File: src/rtl/uart_rx_frame_ctrl.sv
// uart_rx_frame_ctrl: UART receive frame FSM with 3-sample majority voting,
// LSB-first deserialisation, start-glitch/parity/stop checks and a valid strobe.
module uart_rx_frame_ctrl #(
    parameter int DATA_WIDTH = 8,
    parameter int PRESCALE_W = 8
) (
    input  logic                  clk,
    input  logic                  rst,
    input  logic                  rx_in,
    input  logic [PRESCALE_W-1:0] prescale,
    input  logic                  par_en,
    input  logic                  par_typ,
    input  logic [3:0]            bit_cnt,
    input  logic [4:0]            edge_cnt,
    output logic                  cnt_en,
    output logic [DATA_WIDTH-1:0] p_data,
    output logic                  data_valid,
    output logic                  par_err,
    output logic                  stp_err
);
    typedef enum logic [2:0] {IDLE, START, DATA, PARITY, STOP, DONE} state_t;
    state_t                state_q, state_d;
    logic [DATA_WIDTH-1:0] shift_q, shift_d, p_data_q, p_data_d;
    logic                  cnt_en_q, valid_q, valid_d;
    logic                  par_err_q, par_err_d, stp_err_q, stp_err_d;
    logic                  par_en_q, par_en_d, par_typ_q, par_typ_d;
    logic                  s0_q, s1_q, maj_q;
    logic [PRESCALE_W-1:0] edge_w, mid;
    logic                  decide, bit_end;

    assign edge_w  = PRESCALE_W'(edge_cnt);
    assign mid     = prescale >> 1;
    assign decide  = edge_w == mid + PRESCALE_W'(2);
    assign bit_end = edge_w == prescale - PRESCALE_W'(1);

    always_comb begin
        state_d   = state_q;
        shift_d   = shift_q;
        p_data_d  = p_data_q;
        valid_d   = 1'b0;
        par_err_d = par_err_q;
        stp_err_d = stp_err_q;
        par_en_d  = par_en_q;
        par_typ_d = par_typ_q;
        case (state_q)
            IDLE: if (!rx_in) begin
                state_d   = START;
                par_err_d = 1'b0;
                stp_err_d = 1'b0;
                par_en_d  = par_en;
                par_typ_d = par_typ;
            end
            START: begin
                if (decide && maj_q) state_d = IDLE;
                else if (bit_cnt == 4'd0 && bit_end) state_d = DATA;
            end
            DATA: begin
                if (decide) shift_d = {maj_q, shift_q[DATA_WIDTH-1:1]};
                if (bit_cnt == 4'(DATA_WIDTH) && bit_end) state_d = par_en_q ? PARITY : STOP;
            end
            PARITY: begin
                if (decide) par_err_d = maj_q != (^shift_q ^ par_typ_q);
                if (bit_cnt == 4'(DATA_WIDTH + 1) && bit_end) state_d = STOP;
            end
            // The strobe and word are registered here so both are present during DONE.
            STOP: if (decide) begin
                state_d   = DONE;
                stp_err_d = !maj_q;
                valid_d   = maj_q && !par_err_q;
                p_data_d  = valid_d ? shift_q : p_data_q;
            end
            default: state_d = IDLE;
        endcase
    end

    always_ff @(posedge clk or posedge rst) begin
        if (rst) begin
            state_q   <= IDLE;
            cnt_en_q  <= 1'b0;
            shift_q   <= '0;
            p_data_q  <= '0;
            valid_q   <= 1'b0;
            par_err_q <= 1'b0;
            stp_err_q <= 1'b0;
            par_en_q  <= 1'b0;
            par_typ_q <= 1'b0;
            s0_q      <= 1'b0;
            s1_q      <= 1'b0;
            maj_q     <= 1'b0;
        end else begin
            state_q   <= state_d;
            cnt_en_q  <= state_d inside {START, DATA, PARITY, STOP};
            shift_q   <= shift_d;
            p_data_q  <= p_data_d;
            valid_q   <= valid_d;
            par_err_q <= par_err_d;
            stp_err_q <= stp_err_d;
            par_en_q  <= par_en_d;
            par_typ_q <= par_typ_d;
            if (edge_w == mid - PRESCALE_W'(1)) s0_q <= rx_in;
            if (edge_w == mid) s1_q <= rx_in;
            if (edge_w == mid + PRESCALE_W'(1)) maj_q <= (s0_q & s1_q) | (s0_q & rx_in) | (s1_q & rx_in);
        end
    end

    assign cnt_en     = cnt_en_q;
    assign p_data     = p_data_q;
    assign data_valid = valid_q;
    assign par_err    = par_err_q;
    assign stp_err    = stp_err_q;
endmodule

File: config.mk
export PLATFORM = sky130hd
export DESIGN_NAME = uart_rx_frame_ctrl
export DESIGN_NICKNAME = d
export VERILOG_FILES = /design/src/rtl/uart_rx_frame_ctrl.sv
export SDC_FILE = /design/constraint.sdc
export NUM_CORES = 1
export LEC_CHECK = 0
export ABC_AREA = 1
export BUFFER_PORTS_ARGS = -buffer_cell sky130_fd_sc_hd__buf_2
export CORE_UTILIZATION = 60
export CTS_BUF_LIST = sky130_fd_sc_hd__clkbuf_8 sky130_fd_sc_hd__clkbuf_16
export DETAILED_ROUTE_END_ITERATION = 6
export PLACE_DENSITY_LB_ADDON = 0.05
export REMOVE_ABC_BUFFERS = 1
export SLEW_MARGIN = 20
export SYNTH_ARGS = -nofsm -noshare
export SYNTH_HDL_FRONTEND = slang
export SYNTH_SLANG_ARGS = --single-unit
File: constraint.sdc
create_clock -name clk -period 2.2 [get_ports clk]
set_input_delay 0.11 -clock clk [delete_from_list [all_inputs] [get_ports clk]]
set_output_delay 0.11 -clock clk [all_outputs]
set_load 0.01 [all_outputs]
==> impl_metrics.toml, run 1 <==
[timing]
tns_ns = 0
period_share_pct = 82.1
worst_slew_pin_slew_ns = 0.377
fin_crit_ns = 1.81
grt_setup_unrepaired = "no"
max_slew_margin_pct = 74.2
fmax_mhz = 553
fin_skew_ns = 0.0136
maxSlewViolCount = 0
finalSetupViolations = 0
hold_viol = 0
setup_slack_ns = 0.393

[power_and_ir_drop]
vdd_drop_max_uv = 591
power_density_nw_per_um2 = 658
p_sw_w = 0.000501
clkPwrFrac_pct = 26.5
switching_share_pct = 33.3
p_leak_nw = 1.23
p_int_w = 0.00100
power_frac_comb_pct = 31.0
p_seq_share_pct = 42.5

[worst_setup_path]
path_delay_family = "simple AND/OR/NAND/NOR gates"
critPathArrivalTime_ns = 1.99
cp_num_buf_inv = 3
path_max_fanout = 5
crit_path_cell_trace = "buf_2 > inv_1 > ha_1 > or2_2 > nand3_1 > nand3_1 > nor2_1 > nand3_1 > nand2_1 > nand3_1 > nor2_1 > nand3_1 > nand2_1 > inv_1"
cp_slowest_cell = "nor2_1"
path_class = "input port to flop"
path_common_cell = "nand3_1"
cp.required_ns = 2.38
end_kind = "flop"
ff2ff_setup_slack_ns = 0.62
max_stage_delay_ns = 0.30
startpoint_type = "input port"

[global_route]
grt_start_max_net_pins = 29
antenna_found_initial = 0
grt.total_usage_pct = 26.5
first_global_vias = 1700
grt_pass1_wl_um = 7200
grt_overflow = 0

[route]
drc = 0
wirelength_um = 4270
drtIter0Drc = 85
via_per_inst = 5.16
ant_nets = 0
wire_per_inst_um = 11.6
firstDrtPassIters = 5
dr_total_vias = 1892

[die]
dieArea_um2 = 3560
coreArea_um2 = 3100
fp.dieH_um = 59.7
rows = 20
fp.dieW_um = 59.7
ios = 34
floorplan.initialDensity_pct = 64.3

[logic_synthesis]
synth_top_cell_area_share_pct = 35.1
yosysWarnings = 0
synth_area_um2 = 1990
syn_inst = 286
synth_top_area_cell = "dfrtp_1"
yosysUniqueCellTypes = 32
synth_seq_area_share_pct = 35.1
syn_avg_cell_area_um2 = 6.97
synth_area_leaders = "dfrtp_1, nand2_1, inv_1, nand3_1, o21ai_0"
ys_ff_latch = 28

[cts]
cts_buffers = 3
clockRootBuffer = "clkbuf_8"
cts_tree = "built"
clk_latency_ns = 0.27
htree_num_levels = 1
clk_pin_slew_ns = 0.10
post_cts_resized = 0
holdBufCountCts = 1
clock-sinks = 28
cts_max_path_buffers = 2
cts_setup_buffers = 0

[layout]
antenna_cells = 0
mostFrequentLayoutCells = "nand2_1, inv_1, buf_2, dfrtp_1, nand3_1"
nets = 351
mostFrequentLayoutCell = "nand2_1"
utilization_pct = 73.7
layout.cells.non_filler = 367
area_growth_pct = 14.6
fillers = 303
drive_above_1_share_pct = 18.6

[flow_run]
cap_viol_max_count = 0

[placement]
post-place-cells = 362
routabilityCongestion = 0.966
io_buffers = 33
dp_slack_ns = 0.133
post-dp-hpwl_um = 3450

[outcome]
outcome = "complete, no violations"

[min_path]
hold_path.class = "input port to flop"
==> path summary, 6_finish.rpt <==
kind / startpoint / endpoint / cells past startpoint
worst min register to register: stp_err$_DFFE_PP0P_ / stp_err$_DFFE_PP0P_ / 2
max in group asynchronous: rst / shift_q[7]$_DFFE_PP0P_ / 4
worst max register to register: state_q[1]$_DFF_PP0_ / p_data[4]$_DFFE_PP0P_ / 8
worst min-delay path: par_en / par_en_q$_DFFE_PP0P_ / 3
min in group asynchronous: rst / shift_q[2]$_DFFE_PP0P_ / 4
worst max-delay path: prescale[1] / cnt_en$_DFF_PP0_ / 14
==> metal layers <==
metal | routed length [um] | GRT usage [%]
met1 | 2050 | 35.9
met4 | 20 | 4.65
met2 | 2060 | 45.1
met3 | 139 | 4.11
met5 | 0 | 0
==> sequential cells by signal (all words and copies together) (netlist names) <==
name        flops
par_en_q        1
shift_q         8
state_q         3
par_err         1
par_typ_q       1
maj_q           1
data_valid      1
s1_q            1
stp_err         1
s0_q            1
cnt_en          1
p_data          8
==> power by group through the flow <==
stage | clock [W] | sequential, W | combinational, W
final | 0.000399 | 0.000640 | 0.000466
after global routing | 0.000427 | 0.000648 | 0.000529
after CTS | 0.000401 | 0.000639 | 0.000464
after detailed placement | 0 | 0.000649 | 0.000457
after global placement | 0 | 0.000644 | 0.000442
after floorplan | 0 | 0.000643 | 0.000325
==> cell usage after synthesis, drive strengths merged <==
cell / number
a21oi: 6
o21a: 2
nor2: 19
buf: 4
a211oi: 1
nand2: 90
dfrtp: 28
a2111oi: 1
or2: 1
nor3: 7
nand4: 2
nor4b: 2
nor4: 2
nand3: 26
inv: 48
a31oi: 1
ha: 5
o21ai: 25
o211ai: 1
xnor2: 8
o31ai: 1
xor2: 4
mux2: 2
==> worst reg2reg max path, stage by stage, from the launching register on <==
cell	delay, ns
dfrtp_1	0.44
nor2_1	0.16
inv_1	0.05
nor2_1	0.13
inv_1	0.11
nor3_4	0.22
inv_2	0.18
nand2_1	0.12
o21ai_2	0.05
==> final cells by class <==
cell class | count | area [um^2] | area share, %
multi-input combinational | 206 | 1080 | 47.3
sequential | 28 | 701 | 30.7
timing repair buffer | 37 | 198 | 8.65
inverter | 48 | 180 | 7.88
tap | 44 | 55.1 | 2.41
clock buffer | 3 | 41.3 | 1.81
clock inverter | 1 | 30.0 | 1.31
==> through the flow <==
stage / power (W) / area [um^2] / hold slack (ns)
2_1_floorplan: 0.000968 / 1960 / 0.175
3_3_place_gp: 0.00109 / 2200 / 0.183
3_5_place_dp: 0.00111 / 2200 / 0.192
4_1_cts: 0.00150 / 2290 / 0.0827
5_1_grt: 0.00160 / 2290 / 0.0766
6_report: 0.00150 / 2290 / 0.0768
==> kinds of logic after synthesis <==
logic type      synth area share, %
compound gates                 11.7
xor+xnor                       5.27
fa+ha+maj                      3.14
buf+inv                        10.7
flops                          35.1
mux                            1.13
simple gates                   32.9
No activity file was read; power rests on OpenSTA's default activity.
==> run 2, diff against run 1 <==
CORE_UTILIZATION = 56   (was 60)
clock period = 1.75 ns   (was 2.2 ns; I/O delays follow)
==> impl_metrics.toml, run 2 (synthesis gave the netlist of run 1 again) <==
[timing]
hold_viol = 0
hold_slack_ns = 0.0521
max_slew_margin_pct = 73.8
fin_crit_ns = 1.58
worst_slew_pin_slew_ns = 0.383
grt_setup_unrepaired = "yes"
maxSlewViolCount = 0
fin_skew_ns = 0.00639
period_share_pct = 90.2
fmax_mhz = 634
finalSetupViolations = 0

[die]
coreArea_um2 = 3360
dieArea_um2 = 3800
rows = 21
fp.dieW_um = 61.7
fp.dieH_um = 61.7
floorplan.initialDensity_pct = 59.3
ios = 34

[power_and_ir_drop]
vdd_drop_max_uv = 580
power_density_nw_per_um2 = 773
power_w = 0.00188
p_leak_nw = 1.31

[layout]
multi_input_area_um2 = 1100
layout.cells.non_filler = 388
nets = 370
final-seq-area_um2 = 701
fin_area_um2 = 2430
utilization_pct = 72.4
antenna_cells = 0
area_growth_pct = 22.1
fillers = 308
drive_above_1_share_pct = 24.3
mostFrequentLayoutCells = "nand2_1, inv_1, buf_2, dfrtp_1, nand3_1"
mostFrequentLayoutCell = "nand2_1"

[route]
ant_nets = 0
wirelength_um = 4160
dr_total_vias = 1919
wire_per_inst_um = 10.7
via_per_inst = 4.95
drc = 0
drtIter0Drc = 131
firstDrtPassIters = 4

[worst_setup_path]
cp-endpoint = "cnt_en$_DFF_PP0_"
critPathArrivalTime_ns = 1.75
r2r-end = "p_data[4]$_DFFE_PP0P_"
end_kind = "flop"
ff2ff_setup_slack_ns = 0.26
path_max_fanout = 4
cp.required_ns = 1.92
worstRegToRegCells = 8
path_class = "input port to flop"
regToRegStartpoint = "state_q[1]$_DFF_PP0_"
startpoint_type = "input port"
crit_start = "prescale[2]"

[placement]
io_buffers = 33
routabilityCongestion = 0.890
post-place-cells = 383
post-dp-hpwl_um = 3510
place_area_um2 = 2350

[global_route]
first_global_vias = 1655
grt.total_usage_pct = 24.0
grt_start_max_net_pins = 29
grt_pass1_wl_um = 6780
grt_overflow = 0
antenna_found_initial = 0

[outcome]
outcome = "complete, no violations"

[cts]
clockRootBuffer = "clkbuf_8"
cts_buffers = 3
htree_num_levels = 1
cts_tree = "built"
cts_setup_buffers = 0
cts_max_path_buffers = 2
clk_pin_slew_ns = 0.09
clk_latency_ns = 0.27
clock-sinks = 28

[flow_run]
cap_viol_max_count = 0

[min_path]
hold_path.class = "input port to flop"
hold_start = "par_typ"
run 2: metal layers:
metal	GRT usage [%]	up-vias	routed length, um
li1	-	1021	-
met1	30.2	854	2000
met2	42.2	38	1970
met3	4.20	6	138
met4	6.35	0	53
met5	0	-	0
run 2: final cells by class:
class,instances,share of cell area [%]
multi-input combinational,206,45.2
sequential,28,28.8
timing repair buffer,56,14.0
inverter,48,7.40
tap,46,2.36
clock buffer,4,2.26
run 2: report_power, final:
part,total (W),internal [W],leakage (nW),switching (W)
Combinational,0.000697,0.000309,0.910,0.000388
Clock,0.000388,0.000201,0.0288,0.000187
Sequential,0.000797,0.000732,0.373,0.0000657
Total,0.00188,0.00124,1.31,0.000640
run 2: timing repair:
action | CTS | global route
hold endpoints to repair | 28 | 0
gates resized for setup | 0 | 7
setup endpoints to repair | 0 | 5
hold buffers | 1 | 0
run 2: worst min path at each step:
stage / end / cells after the start
after floorplan: cnt_en$_DFF_PP0_ / 1
after global placement: p_data[4]$_DFFE_PP0P_ / 3
after detailed placement: shift_q[3]$_DFFE_PP0P_ / 3
after CTS: par_typ_q$_DFFE_PP0P_ / 2
after global routing: par_typ_q$_DFFE_PP0P_ / 2
final: par_typ_q$_DFFE_PP0P_ / 2
run 2: worst max-delay path: stages:
cell and delay (ns):
buf_2 0.12, inv_1 0.06, ha_1 0.30, inv_1 0.06
nand2_1 0.04, nand2_1 0.06, nand4_1 0.14, nor2_2 0.17
nand3_2 0.14, nand2_1 0.08, inv_1 0.04, nand2_1 0.05
nand2_1 0.06, nor2_2 0.12, nand3_1 0.10, nand2_1 0.07
inv_1 0.04
run 2: per-stage QoR:
step,setup TNS [ns],setup WS [ns]
after floorplan,0,0.175
after global placement,-0.846,-0.138
after detailed placement,-1.36,-0.240
after CTS,0,0.0427
after global routing,-0.0280,-0.0280
final,0,0.172
